==> src/rtl/mul_pkg.sv <==
// Shared types and defaults for the shift-add multiply sequencer.
package mul_pkg;

  typedef enum logic [1:0] {
    MUL_IDLE,
    MUL_RUN,
    MUL_DONE
  } mul_state_e;

  localparam int MUL_DEFAULT_N = 16;

endpackage

==> src/rtl/mul_shift_add_dp.sv <==
// Shift-add datapath: multiplicand, multiplier and accumulator registers,
// advanced one multiplier bit per step strobe.
module mul_shift_add_dp
  import mul_pkg::*;
#(
  parameter int N = MUL_DEFAULT_N
) (
  input  logic           clk,
  input  logic           rst_n,
  input  logic           i_load,
  input  logic           i_step,
  input  logic [N-1:0]   i_opa,
  input  logic [N-1:0]   i_opb,
  output logic [2*N-1:0] o_acc,
  output logic [2*N-1:0] o_acc_next,
  output logic           o_mplier_zero
);

  logic [2*N-1:0] r_mcand;
  logic [N-1:0]   r_mplier;
  logic [2*N-1:0] r_acc;
  logic [2*N-1:0] w_addend;

  assign w_addend      = r_mplier[0] ? r_mcand : '0;
  // The product fits in 2N bits, so this add can never carry out.
  assign o_acc_next    = r_acc + w_addend;
  assign o_acc         = r_acc;
  assign o_mplier_zero = (r_mplier == '0);

  // NOTE: state updates use <= so every register samples pre-edge values.
  always_ff @(posedge clk or negedge rst_n) begin
    if (!rst_n) begin
      r_mcand  <= '0;
      r_mplier <= '0;
      r_acc    <= '0;
    end else if (i_load) begin
      r_mcand  <= {{N{1'b0}}, i_opa};
      r_mplier <= i_opb;
      r_acc    <= '0;
    end else if (i_step) begin
      r_mcand  <= {r_mcand[2*N-2:0], 1'b0};
      r_mplier <= r_mplier >> 1;
      r_acc    <= o_acc_next;
    end
  end

endmodule

==> src/rtl/mul_sequencer.sv <==
// Multi-cycle shift-add multiply sequencer with valid/ready on both sides.
// Define MUL_EARLY_EXIT_EN to finish as soon as the remaining multiplier is zero.
module mul_sequencer
  import mul_pkg::*;
#(
  parameter int N = MUL_DEFAULT_N
) (
  input  logic           clk,
  input  logic           rst_n,
  input  logic           in_valid,
  output logic           in_ready,
  input  logic [N-1:0]   opA,
  input  logic [N-1:0]   opB,
  output logic           out_valid,
  input  logic           out_ready,
  output logic [2*N-1:0] result,
  output logic           ovf,
  output logic           busy
);

  localparam int CW = (N > 1) ? $clog2(N) : 1;

`ifdef MUL_EARLY_EXIT_EN
  localparam bit EARLY_EXIT = 1'b1;
`else
  localparam bit EARLY_EXIT = 1'b0;
`endif

  mul_state_e     r_state;
  logic [CW-1:0]  r_cnt;
  logic           w_load;
  logic           w_run;
  logic           w_skip;
  logic           w_step;
  logic           w_last;
  logic [2*N-1:0] w_acc;
  logic [2*N-1:0] w_acc_next;
  logic           w_mplier_zero;

  assign w_load = (r_state == MUL_IDLE) && in_valid;
  assign w_run  = (r_state == MUL_RUN);
  assign w_skip = w_run && EARLY_EXIT && w_mplier_zero;
  assign w_step = w_run && !w_skip;
  assign w_last = (r_cnt == CW'(N - 1));

  mul_shift_add_dp #(.N(N)) u_dp (
    .clk           (clk),
    .rst_n         (rst_n),
    .i_load        (w_load),
    .i_step        (w_step),
    .i_opa         (opA),
    .i_opb         (opB),
    .o_acc         (w_acc),
    .o_acc_next    (w_acc_next),
    .o_mplier_zero (w_mplier_zero)
  );

  // result/ovf are captured on the edge entering DONE so they stay frozen
  // while the datapath is reloaded for the next operation.
  always_ff @(posedge clk or negedge rst_n) begin
    if (!rst_n) begin
      r_state   <= MUL_IDLE;
      r_cnt     <= '0;
      in_ready  <= 1'b1;
      out_valid <= 1'b0;
      busy      <= 1'b0;
      result    <= '0;
      ovf       <= 1'b0;
    end else begin
      case (r_state)
        MUL_IDLE: begin
          if (in_valid) begin
            r_state  <= MUL_RUN;
            r_cnt    <= '0;
            in_ready <= 1'b0;
            busy     <= 1'b1;
          end
        end
        MUL_RUN: begin
          if (w_skip) begin
            r_state   <= MUL_DONE;
            out_valid <= 1'b1;
            result    <= w_acc;
            ovf       <= |w_acc[2*N-1:N];
          end else begin
            r_cnt <= r_cnt + 1'b1;
            if (w_last) begin
              r_state   <= MUL_DONE;
              out_valid <= 1'b1;
              result    <= w_acc_next;
              ovf       <= |w_acc_next[2*N-1:N];
            end
          end
        end
        MUL_DONE: begin
          if (out_ready) begin
            r_state   <= MUL_IDLE;
            out_valid <= 1'b0;
            busy      <= 1'b0;
            in_ready  <= 1'b1;
          end
        end
        default: begin
          r_state   <= MUL_IDLE;
          in_ready  <= 1'b1;
          out_valid <= 1'b0;
          busy      <= 1'b0;
        end
      endcase
    end
  end

endmodule

==> config.mk <==
export PLATFORM = sky130hd
export DESIGN_NAME = mul_sequencer
export DESIGN_NICKNAME = d
export VERILOG_FILES = /design/src/rtl/mul_pkg.sv /design/src/rtl/mul_shift_add_dp.sv /design/src/rtl/mul_sequencer.sv
export SDC_FILE = /design/constraint.sdc
export NUM_CORES = 1
export LEC_CHECK = 0
export ABC_AREA = 1
export BUFFER_PORTS_ARGS = -buffer_cell sky130_fd_sc_hd__buf_2
export CAP_MARGIN = 10
export CORE_UTILIZATION = 30
export DETAILED_ROUTE_END_ITERATION = 10
export GPL_TIMING_DRIVEN = 0
export PLACE_DENSITY = 0.56
export SLEW_MARGIN = 10
export SYNTH_ARGS = -nofsm -noshare
export SYNTH_HDL_FRONTEND = slang
export SYNTH_SLANG_ARGS = --single-unit
==> constraint.sdc <==
create_clock -name clk -period 3.35 [get_ports clk]
set_input_delay 0.335 -clock clk [delete_from_list [all_inputs] [get_ports clk]]
set_output_delay 0.335 -clock clk [all_outputs]
set_load 0.02 [all_outputs]
==> results of run 1 <==
## power by group through the flow
stage	clock network, mW	registers, mW	logic (mW)
4_1_cts	1.89	2.53	4.53
3_5_place_dp	0	2.54	4.51
3_3_place_gp	0	2.53	4.43
2_1_floorplan	0	2.69	3.00
5_1_grt	1.95	2.62	5.10
6_report	1.86	2.54	4.52
## timing repair
item | 4_1_cts | 5_1_grt
hold buffers | 1 | 0
gates resized for setup | 0 | 6
hold endpoints to repair | 37 | 0
setup endpoints to repair | 0 | 1
## placed cells by master (no fill, tap or decap), types with 2 or more instances in the layout
cell type | synthesis | final
o21ai_0 | 60 | 60
nand3_1 | 81 | 81
dfrtp_1 | 121 | 121
clkinv_2 | 0 | 2
clkinv_4 | 0 | 2
clkinv_1 | 3 | 3
o211ai_1 | 5 | 5
bufinv_16 | 0 | 2
clkbuf_1 | 25 | 26
inv_1 | 174 | 174
ha_1 | 32 | 32
nand2_2 | 9 | 9
and3_1 | 3 | 3
buf_1 | 6 | 6
o22ai_1 | 15 | 15
nand2_1 | 392 | 392
inv_2 | 14 | 14
nor2_2 | 5 | 6
nand4_1 | 11 | 11
clkbuf_8 | 0 | 2
a21oi_1 | 22 | 22
nand3b_1 | 5 | 5
xor2_1 | 3 | 3
clkbuf_16 | 0 | 17
nor2_1 | 49 | 48
o221ai_1 | 16 | 16
buf_2 | 4 | 75
clkinvlp_4 | 0 | 3
and2_1 | 3 | 3
xnor2_1 | 12 | 12
nand3_2 | 3 | 3
## worst max path at each step
stage           to  cells after the start
6_report       ovf                     20
5_1_grt        ovf                     20
4_1_cts        ovf                     19
2_1_floorplan  ovf                     20
3_5_place_dp   ovf                     19
3_3_place_gp   ovf                     19
## routing by layer
layer  track usage  up-vias  wire length (µm)
met5             0        -                 0
li1              -     3577                 -
met2         0.284      149              9890
met3        0.0297       29               805
met4        0.0736        0               571
met1         0.254     3227             11100
## flip-flops by register name, summed over array words and instances, names as in the netlist, 2 cells and up
| register | flops |
|---|---|
| u_dp.r_mcand | 32 |
| r_cnt | 4 |
| u_dp.r_mplier | 16 |
| result | 32 |
| u_dp.o_acc | 32 |
| r_state | 2 |
## final cells by class
type,count,area (µm²),share of cell area
Tap cell,324,405,0.0455
Multi-Input combinational cell,733,3610,0.405
Timing Repair Buffer,73,399,0.0448
Buffer,35,139,0.0156
Clock buffer,22,464,0.0521
Clock inverter,10,119,0.0133
Inverter,191,717,0.0805
Sequential cell,122,3050,0.343
## cells by family after synthesis
logic type,count (synthesis)
xor gates and xnor gates,15
AOI/OAI and AO/OA,121
and+or+nand+nor,563
DFF,122
buffers and inverters,226
muxes,1
adders and majority gates,33
## cell usage after synthesis, drive strengths merged
library cell / count / area share
nand2: 401 / 0.20
inv: 188 / 0.094
dfrtp: 121 / 0.40
nand3: 84 / 0.058
o21ai: 60 / 0.040
nor2: 55 / 0.030
ha: 32 / 0.053
clkbuf: 25 / 0.012
a21oi: 22 / 0.015
o221ai: 16 / 0.019
o22ai: 15 / 0.012
xnor2: 12 / 0.014
nand4: 11 / 0.0092
buf: 10 / 0.0057
nand3b: 5 / 0.0050
o211ai: 5 / 0.0050
and2: 3 / 0.0025
and3: 3 / 0.0025
clkinv: 3 / 0.0015
xor2: 3 / 0.0035
a21o: 1 / 0.0010
dfstp: 1 / 0.0035
fa: 1 / 0.0027
mux2i: 1 / 0.0013
nor3: 1 / 0.0013
o21bai: 1 / 0.0010
o31ai: 1 / 0.0010
## stage by stage
stage               hold WS [ns]  instance area (µm²)  utilization  std cells  setup slack, ns
floorplan                 0.0394                 7520            -       1081            0.872
global placement           0.455                 8280        0.338       1476            0.156
detailed placement         0.269                 8310        0.340       1477            0.135
CTS                        0.110                 8900        0.364       1510           0.0799
global route               0.131                 8910        0.364       1510          0.00257
finish                     0.123                 8910        0.364       1510            0.343
## worst reg2reg max path, delay by kind of cell (launching register included)
family                     cells  cell delay [ns]
and+or+nand+nor               15             1.41
buffers and inverters          3             0.43
DFF                            1             0.36
adders and majority gates      2             0.70
==> reports/results.txt, run 1 <==
Status: completed
R2R setup slack: 0.34 ns
Worst slew pin tran: 0.739 ns
# port buffers: 71
Max Fclk: 333 MHz
Crit path cell chain: clkbuf_1, buf_2, nand2_1, inv_1, ha_1, fa_1, nand2_1, nand2_1, nand3_1, nand2_2, nand2_1, nand2_1, nand2_1, nand2_1, nor2_2, nand3_1, nor2_1, nand2_1, nor2_1, nor2_1
Reg2reg end: ovf
Top delay family on crit path: simple AND/OR/NAND/NOR gates
DIE WIDTH: 160 µm
Initial antenna violation count: 0
Peak supply drop: 355 µV
Worst Path Required: 3.68 ns
Synth Area in Simple Gates: 0.312
Fin. Hold Viols: 0
Hold_sp: opB[15]
#FFs+latches synth: 122
Core ar.: 24500 µm²
WL final: 22.3 mm
First-pass GRT wire length: 36.3 mm
Switching Share: 0.465
Initial DRC Count: 423
Post-route clock period utilization: 0.898
Residual DRC: 0
GP Congestion: 0.952
Worst r2r src: u_dp.r_mplier[0]
Die ar.: 25700 µm²
CTS tree: yes
Total track usage: 0.183
Mapped cell area: 7520 µm²
Post-Synth Adder-Cell Area: 0.0559
Hpwl dp: 17.2 mm
Grt ovf: 0
Boundary pin count: 72
Mean Syn Cell Area: 6.95 µm²
DIE HEIGHT: 160 µm
Layout Nets: 1242
Post-synthesis mux area share: 0.00133
Xor and xnor fraction of the mapped netlist area: 0.0175
Internal power: 4.77 mW
Worst path most repeated cell: nand2_1
Worst Path Max Fanout: 10
Row cnt: 57
Total net switching power: 4.15 mW
Vias: 6982
Via/cell ratio: 4.62
Hold Path Depth: 3
Worst Setup Start Kind: register
Max_slew headroom: 0.507
CTS Buf Count: 17
TritonRoute pass-1 iters: 5
Seq/Total Area, Yosys: 0.406
Clock network power share: 0.208
Worst setup EP type: register
Worst-skew pair later-pin latency: 0.43 ns
WP buf/inv: 3
Worst reg2reg path depth: 20
Final Setup Violations: 0
Hold endpoint: u_dp.r_mplier[15]
Clock-pin slew on the worst setup and hold paths: 0.07 ns
H-tree Lvls: 4
Largest family of logic cells by synthesized area: simple AND/OR/NAND/NOR gates
Setup TNS: 0 ns
Synth Area in Compound Gates: 0.0937
Combinational share of power: 0.507
FILL cells: 2659
Clock Tree Buf Depth: 2
Leakage: 4.95 nW
Post-synthesis cell count: 1081
Hold Path Class: in -> reg
Initial Util: 0.307
Final ANT Viol Nets: 0
Vias in the first global route: 6786
Post-CTS Setup Inserts: 0
Synth cell types: 33
Root buffer cell: clkbuf_16
Post-Synthesis Net Count: 1150
Crit path kind: reg -> reg
Crit-path max cell delay: 0.46 ns
Max-slew violation count: 0
Pwr Density: 1000 nW/µm²
Clock sink total: 122
WP data arrival: 3.34 ns
Seq pwr share: 0.284
Max cap viols: 0
Largest net degree at the start of global routing: 86
Avg WL per Cell: 14.8 µm
Yosys warning total: 0
Layout cells sized above 1: 0.120
Syn-to-layout area delta: 18.5%
Slowest-stage cell, CP: fa_1
Critical Path Source: u_dp.r_mplier[0]
Diode count: 0
Overall Power: 8.92 mW
Final Critical Period: 3.01 ns
RSZ-0062 raised after global routing: false
Skew final: 0.0177 ns
Power figures use the tool's default switching activity.
==> run 2, diff against run 1 <==
--- a/config.mk
+++ b/config.mk
@@ -9,9 +9,11 @@
 export BUFFER_PORTS_ARGS = -buffer_cell sky130_fd_sc_hd__buf_2
 export CAP_MARGIN = 10
 export CORE_UTILIZATION = 30
+export CTS_BUF_LIST = sky130_fd_sc_hd__clkbuf_4 sky130_fd_sc_hd__clkbuf_8 sky130_fd_sc_hd__clkbuf_16
 export DETAILED_ROUTE_END_ITERATION = 10
 export GPL_TIMING_DRIVEN = 0
 export PLACE_DENSITY = 0.56
+export SKIP_CTS_REPAIR_TIMING = 1
 export SLEW_MARGIN = 10
 export SYNTH_ARGS = -nofsm -noshare
 export SYNTH_HDL_FRONTEND = slang
==> reports/results.txt, run 2 (synthesis results as in run 1) <==
Status: completed (unchanged)
Final Instance Area: 8920 µm² (was 8910 µm²)
Worst r2r src: u_dp.r_mplier[0] (unchanged)
Critical Path Source: u_dp.r_mplier[0] (unchanged)
Worst Path Required: 3.68 ns (about the same)
Initial DRC Count: 429 (was 423)
WL final: 22.3 mm (about the same)
Clock sink total: 122 (unchanged)
Max_slew headroom: 0.519 (was 0.507)
Worst-skew pair later-pin latency: 0.43 ns (about the same)
Switching Share: 0.464 (was 0.465)
Fin. Hold Viols: 0 (unchanged)
TritonRoute pass-1 iters: 5 (unchanged)
Worst Setup Start Kind: register (unchanged)
Layout Nets: 1242 (unchanged)
Worst Path Max Fanout: 10 (unchanged)
WHS: 0.119 ns (was 0.123 ns)
Grt ovf: 0 (unchanged)
Sequential cell area: 3050 µm² (unchanged)
Multi-input gate area: 3610 µm² (about the same)
Setup TNS: 0 ns (unchanged)
Worst setup EP type: register (unchanged)
CTS Buf Count: 17 (unchanged)
Diode count: 0 (unchanged)
Worst slew pin tran: 0.721 ns (was 0.739 ns)
Post-route clock period utilization: 0.892 (was 0.898)
Peak supply drop: 355 µV (about the same)
Clock network power share: 0.211 (was 0.208)
Final Critical Period: 2.99 ns (was 3.01 ns)
Root buffer cell: clkbuf_16 (unchanged)
Skew final: 0.0175 ns (was 0.0177 ns)
Internal power: 4.79 mW (was 4.77 mW)
Avg WL per Cell: 14.8 µm (about the same)
H-tree Lvls: 4 (unchanged)
Boundary pin count: 72 (unchanged)
# port buffers: 71 (unchanged)
Via/cell ratio: 4.60 (was 4.62)
Worst reg2reg path depth: 17 (was 20)
Commonest non-fill, non-tap cell in the layout: nand2_1 (unchanged)
Clock-pin slew on the worst setup and hold paths: 0.06 ns (was 0.07 ns)
GP Congestion: 0.952 (unchanged)
CTS tree: yes (unchanged)
Initial antenna violation count: 0 (unchanged)
FILL cells: 2661 (was 2659)
DIE HEIGHT: 160 µm (unchanged)
Total net switching power: 4.14 mW (was 4.15 mW)
Residual DRC: 0 (unchanged)
Hold Path Class: in -> reg (unchanged)
Total track usage: 0.183 (about the same)
Layout cells sized above 1: 0.123 (was 0.120)
WP data arrival: 3.32 ns (was 3.34 ns)
Row cnt: 57 (unchanged)
Max-slew violation count: 0 (unchanged)
Final ANT Viol Nets: 0 (unchanged)
RSZ-0062 raised after global routing: false (unchanged)
Initial Util: 0.307 (unchanged)
Core ar.: 24500 µm² (unchanged)
Vias: 6949 (was 6982)
Hold_sp: opB[5] (was opB[15])
Critical Path Sink: ovf (unchanged)
Crit path kind: reg -> reg (unchanged)
Leakage: 4.96 nW (was 4.95 nW)
First-pass GRT wire length: 36.2 mm (was 36.3 mm)
DIE WIDTH: 160 µm (unchanged)
Combinational share of power: 0.506 (was 0.507)
Largest net degree at the start of global routing: 86 (unchanged)
Hpwl dp: 17.2 mm (unchanged)
Clock Tree Buf Depth: 2 (unchanged)
Area after DPL: 8310 µm² (unchanged)
Vias in the first global route: 6757 (was 6786)
Most frequent cells in the layout: nand2_1 (392), inv_1 (174), dfrtp_1 (121) (unchanged)
Die ar.: 25700 µm² (unchanged)
Reg2reg end: ovf (unchanged)
Max Fclk: 335 MHz (was 333 MHz)
Pwr Density: 1000 nW/µm² (about the same)
Syn-to-layout area delta: 18.7% (was 18.5%)
R2R setup slack: 0.36 ns (was 0.34 ns)
Final Setup Violations: 0 (unchanged)
Seq pwr share: 0.284 (about the same)
Max cap viols: 0 (unchanged)
==> run 2: cell counts in the layout (fill, tap and decap cells not counted) <==
Identical to the previous run, type by type.
==> run 2: worst min-delay path by stage <==
stage / endpoint / slack (ns) / depth (start not counted)
2_1_floorplan: busy / 0.04 / 0
3_3_place_gp: in_ready / 0.45 / 2
3_5_place_dp: result[11] / 0.27 / 1
4_1_cts: result[11] / -0.19 / 1
5_1_grt: u_dp.r_mplier[5] / 0.13 / 3
6_report: u_dp.r_mplier[5] / 0.12 / 3
==> run 2: layout make-up <==
cell class / instances / area share
clock inverters: 10 / 0.0133
multi-input cells: 733 / 0.405
repair buffers: 73 / 0.0447
inverters: 191 / 0.0803
flip-flops and latches: 122 / 0.342
clock buffers: 22 / 0.0533
plain buffers: 35 / 0.0156
well taps: 324 / 0.0454
==> run 2: power groups by stage <==
stage / Combinational [mW] / Sequential [mW] / Clock, mW
global placement: 4.43 / 2.53 / 0
detailed placement: 4.51 / 2.54 / 0
floorplan: 3.00 / 2.69 / 0
CTS: 4.52 / 2.53 / 1.91
finish: 4.52 / 2.54 / 1.88
global route: 5.10 / 2.62 / 1.97
==> run 2: worst max-delay path, cell delays in order (launching register included) <==
cell and delay, ns:
dfrtp_1 0.36, clkbuf_1 0.17, clkbuf_2 0.22, nand2_1 0.17, inv_1 0.08, ha_1 0.35, nand2_1 0.13, nor2_1 0.19
and2_1 0.22, nand3_1 0.15, nand3_1 0.12, nand2_1 0.05, nand2_1 0.15, nand2_1 0.07, nor2_1 0.10, nand2_1 0.14
nor2_1 0.15, nor2_1 0.05
==> run 2: per-stage QoR <==
step	setup WS, ns	power [mW]	cells	utilization
floorplan	0.872	5.69	1081	-
global placement	0.156	6.97	1476	0.338
detailed placement	0.135	7.05	1477	0.340
CTS	0.0893	8.97	1509	0.364
global route	0.0497	9.70	1510	0.365
finish	0.362	8.94	1510	0.365
==> run 2: per-layer routing <==
metal	GRT usage	vias up	wire length (µm)
met5	0	-	0
met4	0.0762	0	542
met3	0.0297	29	726
met2	0.282	139	9840
met1	0.254	3205	11200
li1	-	3576	-
